--- src/rtl/serial_deserializer_if.sv ---
// Handshake bundle for serial_deserializer: serial input side,
// parallel valid/ready output side and status.
interface serial_deserializer_if #(
  parameter int WIDTH = 4
);
  localparam int CW = $clog2(WIDTH + 1);

  logic             start;
  logic             enable;
  logic             din;
  logic             out_ready;
  logic [WIDTH-1:0] data_out;
  logic             out_valid;
  logic             overrun;
  logic [CW-1:0]    bit_count;
  logic             busy;

  modport master (
    output start, enable, din, out_ready,
    input  data_out, out_valid, overrun, bit_count, busy
  );

  modport slave (
    input  start, enable, din, out_ready,
    output data_out, out_valid, overrun, bit_count, busy
  );
endinterface

--- src/rtl/serial_deserializer.sv ---
// LSB-first serial-to-parallel word assembler with valid/ready output.
// Optional DESER_CONTINUOUS_EN: stay in COLLECT after each word.
module serial_deserializer #(
  parameter int WIDTH = 4
) (
  input  logic                 clk,
  input  logic                 reset,
  serial_deserializer_if.slave bus
);
  localparam int CW = $clog2(WIDTH + 1);
  localparam logic [CW-1:0] LAST = CW'(WIDTH - 1);

  typedef enum logic {IDLE, COLLECT} state_t;

  state_t           r_state;
  logic [WIDTH-1:0] r_shift;
  logic [CW-1:0]    r_cnt;
  logic [WIDTH-1:0] r_data;
  logic             r_valid;
  logic             r_ovr;

  logic             w_sample;
  logic             w_done;
  logic             w_xfer;
  logic [WIDTH-1:0] w_ins;

  assign w_sample = (r_state == COLLECT) & ~bus.start & bus.enable;
  assign w_done   = w_sample & (r_cnt == LAST);
  assign w_xfer   = r_valid & bus.out_ready;

  // Assembly register with the current bit dropped into slot r_cnt
  always_comb begin
    w_ins = r_shift;
    for (int i = 0; i < WIDTH; i++) begin
      if (r_cnt == CW'(i)) w_ins[i] = bus.din;
    end
  end

  always_ff @(posedge clk) begin
    if (reset) begin
      r_state <= IDLE;
      r_shift <= '0;
      r_cnt   <= '0;
      r_data  <= '0;
      r_valid <= 1'b0;
      r_ovr   <= 1'b0;
    end else begin
      unique case (r_state)
        IDLE: begin
          if (bus.start) begin
            r_state <= COLLECT;
            r_cnt   <= '0;
            r_shift <= '0;
          end
        end
        COLLECT: begin
          if (bus.start) begin
            r_cnt   <= '0;
            r_shift <= '0;
          end else if (bus.enable) begin
            if (r_cnt == LAST) begin
              r_cnt   <= '0;
              r_shift <= '0;
`ifdef DESER_CONTINUOUS_EN
              r_state <= COLLECT;
`else
              r_state <= IDLE;
`endif
            end else begin
              r_cnt   <= r_cnt + CW'(1);
              r_shift <= w_ins;
            end
          end
        end
        default: r_state <= IDLE;
      endcase

      // A full holding slot that is not drained loses the new word
      if (w_done) begin
        if (!r_valid || bus.out_ready) begin
          r_data  <= w_ins;
          r_valid <= 1'b1;
        end else begin
          r_ovr <= 1'b1;
        end
      end else if (w_xfer) begin
        r_valid <= 1'b0;
      end
    end
  end

  assign bus.data_out  = r_data;
  assign bus.out_valid = r_valid;
  assign bus.overrun   = r_ovr;
  assign bus.bit_count = r_cnt;
  assign bus.busy      = (r_state == COLLECT);
endmodule

--- src/flat_wrapper.sv ---
// flat-port wrapper written by rule: the top's interface ports become plain ports
module serial_deserializer_flat 
#(
  parameter int WIDTH = 4
)
  (clk, reset, bus_start, bus_enable, bus_din, bus_out_ready, bus_data_out, bus_out_valid, bus_overrun, bus_bit_count, bus_busy);
  serial_deserializer_if #(.WIDTH(WIDTH)) bus_i ();
  input  logic clk;
  input  logic reset;
  input wire logic [$bits(bus_i.start)-1:0] bus_start;
  input wire logic [$bits(bus_i.enable)-1:0] bus_enable;
  input wire logic [$bits(bus_i.din)-1:0] bus_din;
  input wire logic [$bits(bus_i.out_ready)-1:0] bus_out_ready;
  output wire logic [$bits(bus_i.data_out)-1:0] bus_data_out;
  output wire logic [$bits(bus_i.out_valid)-1:0] bus_out_valid;
  output wire logic [$bits(bus_i.overrun)-1:0] bus_overrun;
  output wire logic [$bits(bus_i.bit_count)-1:0] bus_bit_count;
  output wire logic [$bits(bus_i.busy)-1:0] bus_busy;
  assign bus_i.start = bus_start;
  assign bus_i.enable = bus_enable;
  assign bus_i.din = bus_din;
  assign bus_i.out_ready = bus_out_ready;
  assign bus_data_out = bus_i.data_out;
  assign bus_out_valid = bus_i.out_valid;
  assign bus_overrun = bus_i.overrun;
  assign bus_bit_count = bus_i.bit_count;
  assign bus_busy = bus_i.busy;
  serial_deserializer #(.WIDTH(WIDTH)) u_core (.clk(clk), .reset(reset), .bus(bus_i));
endmodule
--- config.mk ---
export PLATFORM = sky130hd
export DESIGN_NAME = serial_deserializer_flat
export DESIGN_NICKNAME = d
export VERILOG_FILES = /design/src/rtl/serial_deserializer_if.sv /design/src/rtl/serial_deserializer.sv /design/src/flat_wrapper.sv
export SDC_FILE = /design/constraint.sdc
export NUM_CORES = 1
export LEC_CHECK = 0
export ABC_AREA = 1
export CORE_MARGIN = 2
export CORE_UTILIZATION = 45
export CTS_BUF_LIST = sky130_fd_sc_hd__clkbuf_2 sky130_fd_sc_hd__clkbuf_4 sky130_fd_sc_hd__clkbuf_8
export DETAILED_ROUTE_END_ITERATION = 8
export GPL_TIMING_DRIVEN = 0
export PLACE_DENSITY = 0.77
export SYNTH_ARGS = -nofsm -noshare
export SYNTH_HDL_FRONTEND = slang
export SYNTH_SLANG_ARGS = --single-unit
--- constraint.sdc ---
create_clock -name clk -period 1.3 [get_ports clk]
set_clock_uncertainty 0.2 [all_clocks]
set_input_delay 0.26 -clock clk [delete_from_list [all_inputs] [get_ports clk]]
set_output_delay 0.26 -clock clk [all_outputs]
set_load 0.03 [all_outputs]
# == Yosys cells after proc, flatten, opt, wreduce, memory -nomap -nowiden ==
# Cells that the tools add are included.
# op_classes
add_sub_neg,1
eq_ne,6
n_bitwise,7
mux,22
n_reduce_logical,8
# ops
op,count
$mux 4,4
$mux 3,4
$mux 1,11
$pmux 4 s2,1
$reduce_and 2->1,4
$eq 3x2->1 const B,2
$pmux 3 s2,1
$and 1x1->1,4
$ne 2x2->1 const B,2
$add 3x1->3 const B,1
$eq 3x1->1 const B,1
$logic_not 3->1,1
$ne 3x3->1 const B,1
$not 1->1,3
$pmux 1 s2,1
$reduce_bool 2->1,1
$logic_not 1->1,1
$logic_or 1x1->1,1
# word_totals
reg_bits,14
wordCells,50

# == Longest topological paths before layout ==
# logic_depth
depth_word,6
ltp_mapped,8
mapped_depth_nobuf,8

# == Worst setup path after synthesis ==
# No wires, ideal clock.
# synth_timing
kind,register to register
from,"reg u_core.r_cnt[1], in the netlist u_core.bus.bit_count[1]"
to,"reg u_core.r_data[3], in the netlist u_core.bus.data_out[3]"
arrival_ns,1.265
setup_time_ns,0.113
path_stages_with_launch,7
setup_slack_ns,-0.278
path_buffers,0
cell_sequence,dfxtp_1 ha_1 nand3_2 nor2_4 nand2_2 nor2_1 nor2_1
# synth_between
elab_chain_cells,3
# synth_rtl
item,line_no,rtl
from (decl),serial_deserializer.sv:17,logic [CW-1:0] r_cnt;
from (signal assigned),serial_deserializer.sv:70,r_cnt <= r_cnt + CW'(1);
$eq 3x2->1 *,"serial_deserializer.sv:28, serial_deserializer.sv:35",
$and 1x1->1,serial_deserializer.sv:28,assign w_done = w_sample & (r_cnt == LAST);
$reduce_and 2->1 (no line),n/a,
to (signal assigned),serial_deserializer.sv:81,r_data <= w_ins;
to (decl),serial_deserializer.sv:18,logic [WIDTH-1:0] r_data;
# Mark *: on every way between the ends. The rest lies on a longest branch, timed or not.
# A chain may end at the register's enable or synchronous reset.

# == Worst setup path after layout ==
# layout_timing
from,"reg u_core.r_cnt[0], in the netlist u_core.bus.bit_count[0]"
to,"reg u_core.r_data[3], in the netlist u_core.bus.data_out[3]"
# The elaborated chain is that of the path after synthesis.

==> results.yml <==
run_status:
  outcome: "finished with violations"
  violations: "setup timing"
placed_design:
  gp_congestion: 0.8344
  dp_hpwl_um: 1096
  placed_cell_area_um2: 885.9
  port_buffers: 14
finish:
  area_growth_syn_to_layout_pct: 34.60
  nFillCells: 139
  stdcell_area_um2: 929.6
  nets: 130
  diodes: 0
  multi_input_area_um2: 411.6
  drive_above_1_share_pct: 34.45
  seqCellArea_um2: 292.8
timing:
  final-setup-viol-count: 12
  fin_setup_tns_ns: -0.5150
  rsz0062_at_grt: "true"
  layout_min_cycle_time_ns: 1.409
  finalCritPeriodShare_pct: 108.4
  finalHoldViolCount: 0
  max_freq_mhz: 709.6
  final_max_slew_viol_count: 0
  setup_ws_ns: -0.1093
  worstMarginPinSlew_ns: 0.3916
  holdWs_ns: 0.1318
  max_slew_margin_pct: 73.89
critical_path:
  worst_ep_required_time_ns: 1.30
  reg2reg_slack_ns: -0.11
  r2r-start: "u_core.bus.bit_count[0]$_SDFFE_PP0P_"
  worst-r2r-cell-count: 6
  cp_max_fo: 8
  r2r-end: "u_core.bus.data_out[3]$_SDFFE_PP0P_"
  endpoint_kind: "register"
  worstPathArrival_ns: 1.41
  critPathLaunchType: "register"
  critical_path_class: "reg2reg"
grt:
  grt_pass1_vias: 590
  track_usage_pct: 17.58
  antenna_found_initial: 0
  grt_pass1_wl_um: 2449
  grt.overflow.total: 0
  grt_max_degree: 9
logic_synthesis:
  synth_xor_area_share_pct: 0
  synth_nets: 109
  syn_avg_cell_area_um2: 6.976
  ys_seq_area_share_pct: 40.58
  netlist_area_um2: 690.7
  syn_inst: 99
  synthAdderAreaFrac_pct: 7.246
  ys_types: 15
  synth_mux_area_share_pct: 0
  synthSimpleGateAreaFrac_pct: 34.42
  synth_top_family_by_area: "simple AND/OR/NAND/NOR gates"
  yosys_warnings: 0
  synth-compound-area-share_pct: 9.601
  yosys_register_bits: 14
floorplan:
  io_pins: 16
  start_util_pct: 46.94
  die_h_um: 43.18
  die-area_um2: 1864
  rows: 14
  core-area_um2: 1471
  dieWidth_um: 43.18
detailed_routing:
  via_count: 691
  antenna_left: 0
  drt_iter0_markers: 14
  routedWlPerCell_um: 11.47
  wirelength_um: 1549
  drt_first_pass_iters: 4
  vias_per_cell: 5.119
  drc: 0
worst_hold_path:
  hp-start: "reset"
  hold_path_depth: 2
  worstHoldEndpoint: "u_core.bus.overrun$_SDFFE_PP0P_"
  min_path_type: "in2reg"
clock_tree:
  cts.sinks: 14
  cts_buffers: 3
  cts_hold_buf: 0
  clk_path_buf_depth: 2
  htree_num_levels: 1
  root_buffer: "clkbuf_4"
  clkLatencyLatePin_ns: 0.29
  cts_tree: "done"
  path_clk_slew_ns: 0.09
power_and_ir_drop:
  power.density_nw_per_um2: 874.4
  vdd_drop_max_v: 0.0005747
  p_leak_nw: 0.3929
run:
  maxCapViolations: 0
-- stage by stage --
step	cells	setup slack (ns)	power, mW	utilization, %
2_1_floorplan	99	-0.03534	0.4923	-
3_3_place_gp	129	-0.4327	0.5245	60.20
3_5_place_dp	129	-0.4463	0.5262	60.20
4_1_cts	133	-0.07912	0.7950	59.69
5_1_grt	135	-0.1521	0.8320	63.18
6_report	135	-0.1093	0.8129	63.18
-- how the worst max path moves through the flow --
stage | endpoint | slack [ns] | from | cells past startpoint
2_1_floorplan | u_core.bus.data_out[3]$_SDFFE_PP0P_ | -0.04 | u_core.bus.bit_count[1]$_SDFFE_PP0P_ | 6
3_3_place_gp | u_core.bus.data_out[3]$_SDFFE_PP0P_ | -0.43 | bus_enable | 6
3_5_place_dp | u_core.bus.data_out[3]$_SDFFE_PP0P_ | -0.45 | bus_enable | 6
4_1_cts | u_core.r_shift[0]$_SDFFE_PP0P_ | -0.08 | u_core.bus.bit_count[0]$_SDFFE_PP0P_ | 6
5_1_grt | u_core.bus.data_out[3]$_SDFFE_PP0P_ | -0.15 | u_core.bus.bit_count[1]$_SDFFE_PP0P_ | 7
6_report | u_core.bus.data_out[3]$_SDFFE_PP0P_ | -0.11 | u_core.bus.bit_count[0]$_SDFFE_PP0P_ | 6
-- cells by family after synthesis --
kind of cell / count (synthesis)
AO/OA/AOI/OAI: 13
adder cells (fa/ha/maj): 4
flip-flops: 14
buffers and inverters: 15
AND/OR/NAND/NOR: 53
-- worst max-delay path: stages, from the launching register on --
cell and delay (ns):
dfxtp_4 0.39, ha_4 0.17, nand3_4 0.08, nor2_4 0.21, nand2_2 0.11, nor2_1 0.10
nor2_1 0.05
-- power breakdown --
part           total, mW  switching [mW]  internal [mW]  leakage (nW)
Clock              0.295           0.155          0.140        0.0184
Combinational     0.0810          0.0509         0.0301         0.259
Sequential         0.437         0.00727          0.430         0.116
Total              0.813           0.213          0.600         0.393
-- registers in the layout, indices dropped and copies added (netlist names) --
name and cells:
u_core.bus.bit_count 3, u_core.bus.overrun 1, u_core.bus.busy 1, u_core.bus.out_valid 1
u_core.r_shift 4, u_core.bus.data_out 4
-- synth_stat cells --
cell / n / area share (%)
nand2_1: 20 / 11
nor2_1: 19 / 10
dfxtp_1: 14 / 41
inv_1: 13 / 7.1
a21oi_1: 10 / 7.2
nand3_1: 8 / 5.8
ha_1: 4 / 7.2
nand2_2: 2 / 1.8
nor2_4: 2 / 3.3
o21ai_0: 2 / 1.4
a31oi_1: 1 / 0.91
clkbuf_1: 1 / 0.54
inv_2: 1 / 0.54
nand3_2: 1 / 1.4
nand4_1: 1 / 0.91
-- layout by cell type (no fill, tap or decap), drive strengths merged --
| master | n |
|---|---|
| nand2 | 22 |
| nor2 | 21 |
| inv | 14 |
| dfxtp | 14 |
| a21oi | 10 |
| buf | 10 |
| nand3 | 9 |
| clkbuf | 7 |
| ha | 4 |
| o21ai | 2 |
| clkdlybuf4s50 | 2 |
| dlygate4sd2 | 2 |
| nand4 | 1 |
| a31oi | 1 |
-- layout make-up --
cell class / count / area share, %
Clock buffer: 4 / 3.230
Inverter: 14 / 5.653
Multi-Input combinational cell: 70 / 44.28
Sequential cell: 14 / 31.49
Buffer: 1 / 0.4038
Tap cell: 16 / 2.153
Timing Repair Buffer: 16 / 12.79
-- what timing repair did --
item | in CTS | in global routing
setup endpoints to repair | 19 | 17
setup buffers | 0 | 2
gates resized for setup | 58 | 13
pin swaps | 2 | 3
-- routing by layer --
layer / share of wire (%) / vias to the layer above / wire length (um) / global-route usage [%]
met5: 0 / - / 0 / 0
li1: - / 352 / - / -
met4: 2.0 / 0 / 31 / 7.273
met1: 46 / 317 / 707 / 23.44
met3: 5.1 / 5 / 79 / 5.106
met2: 47 / 17 / 730 / 26.27
Power figures use the tool's default switching activity.
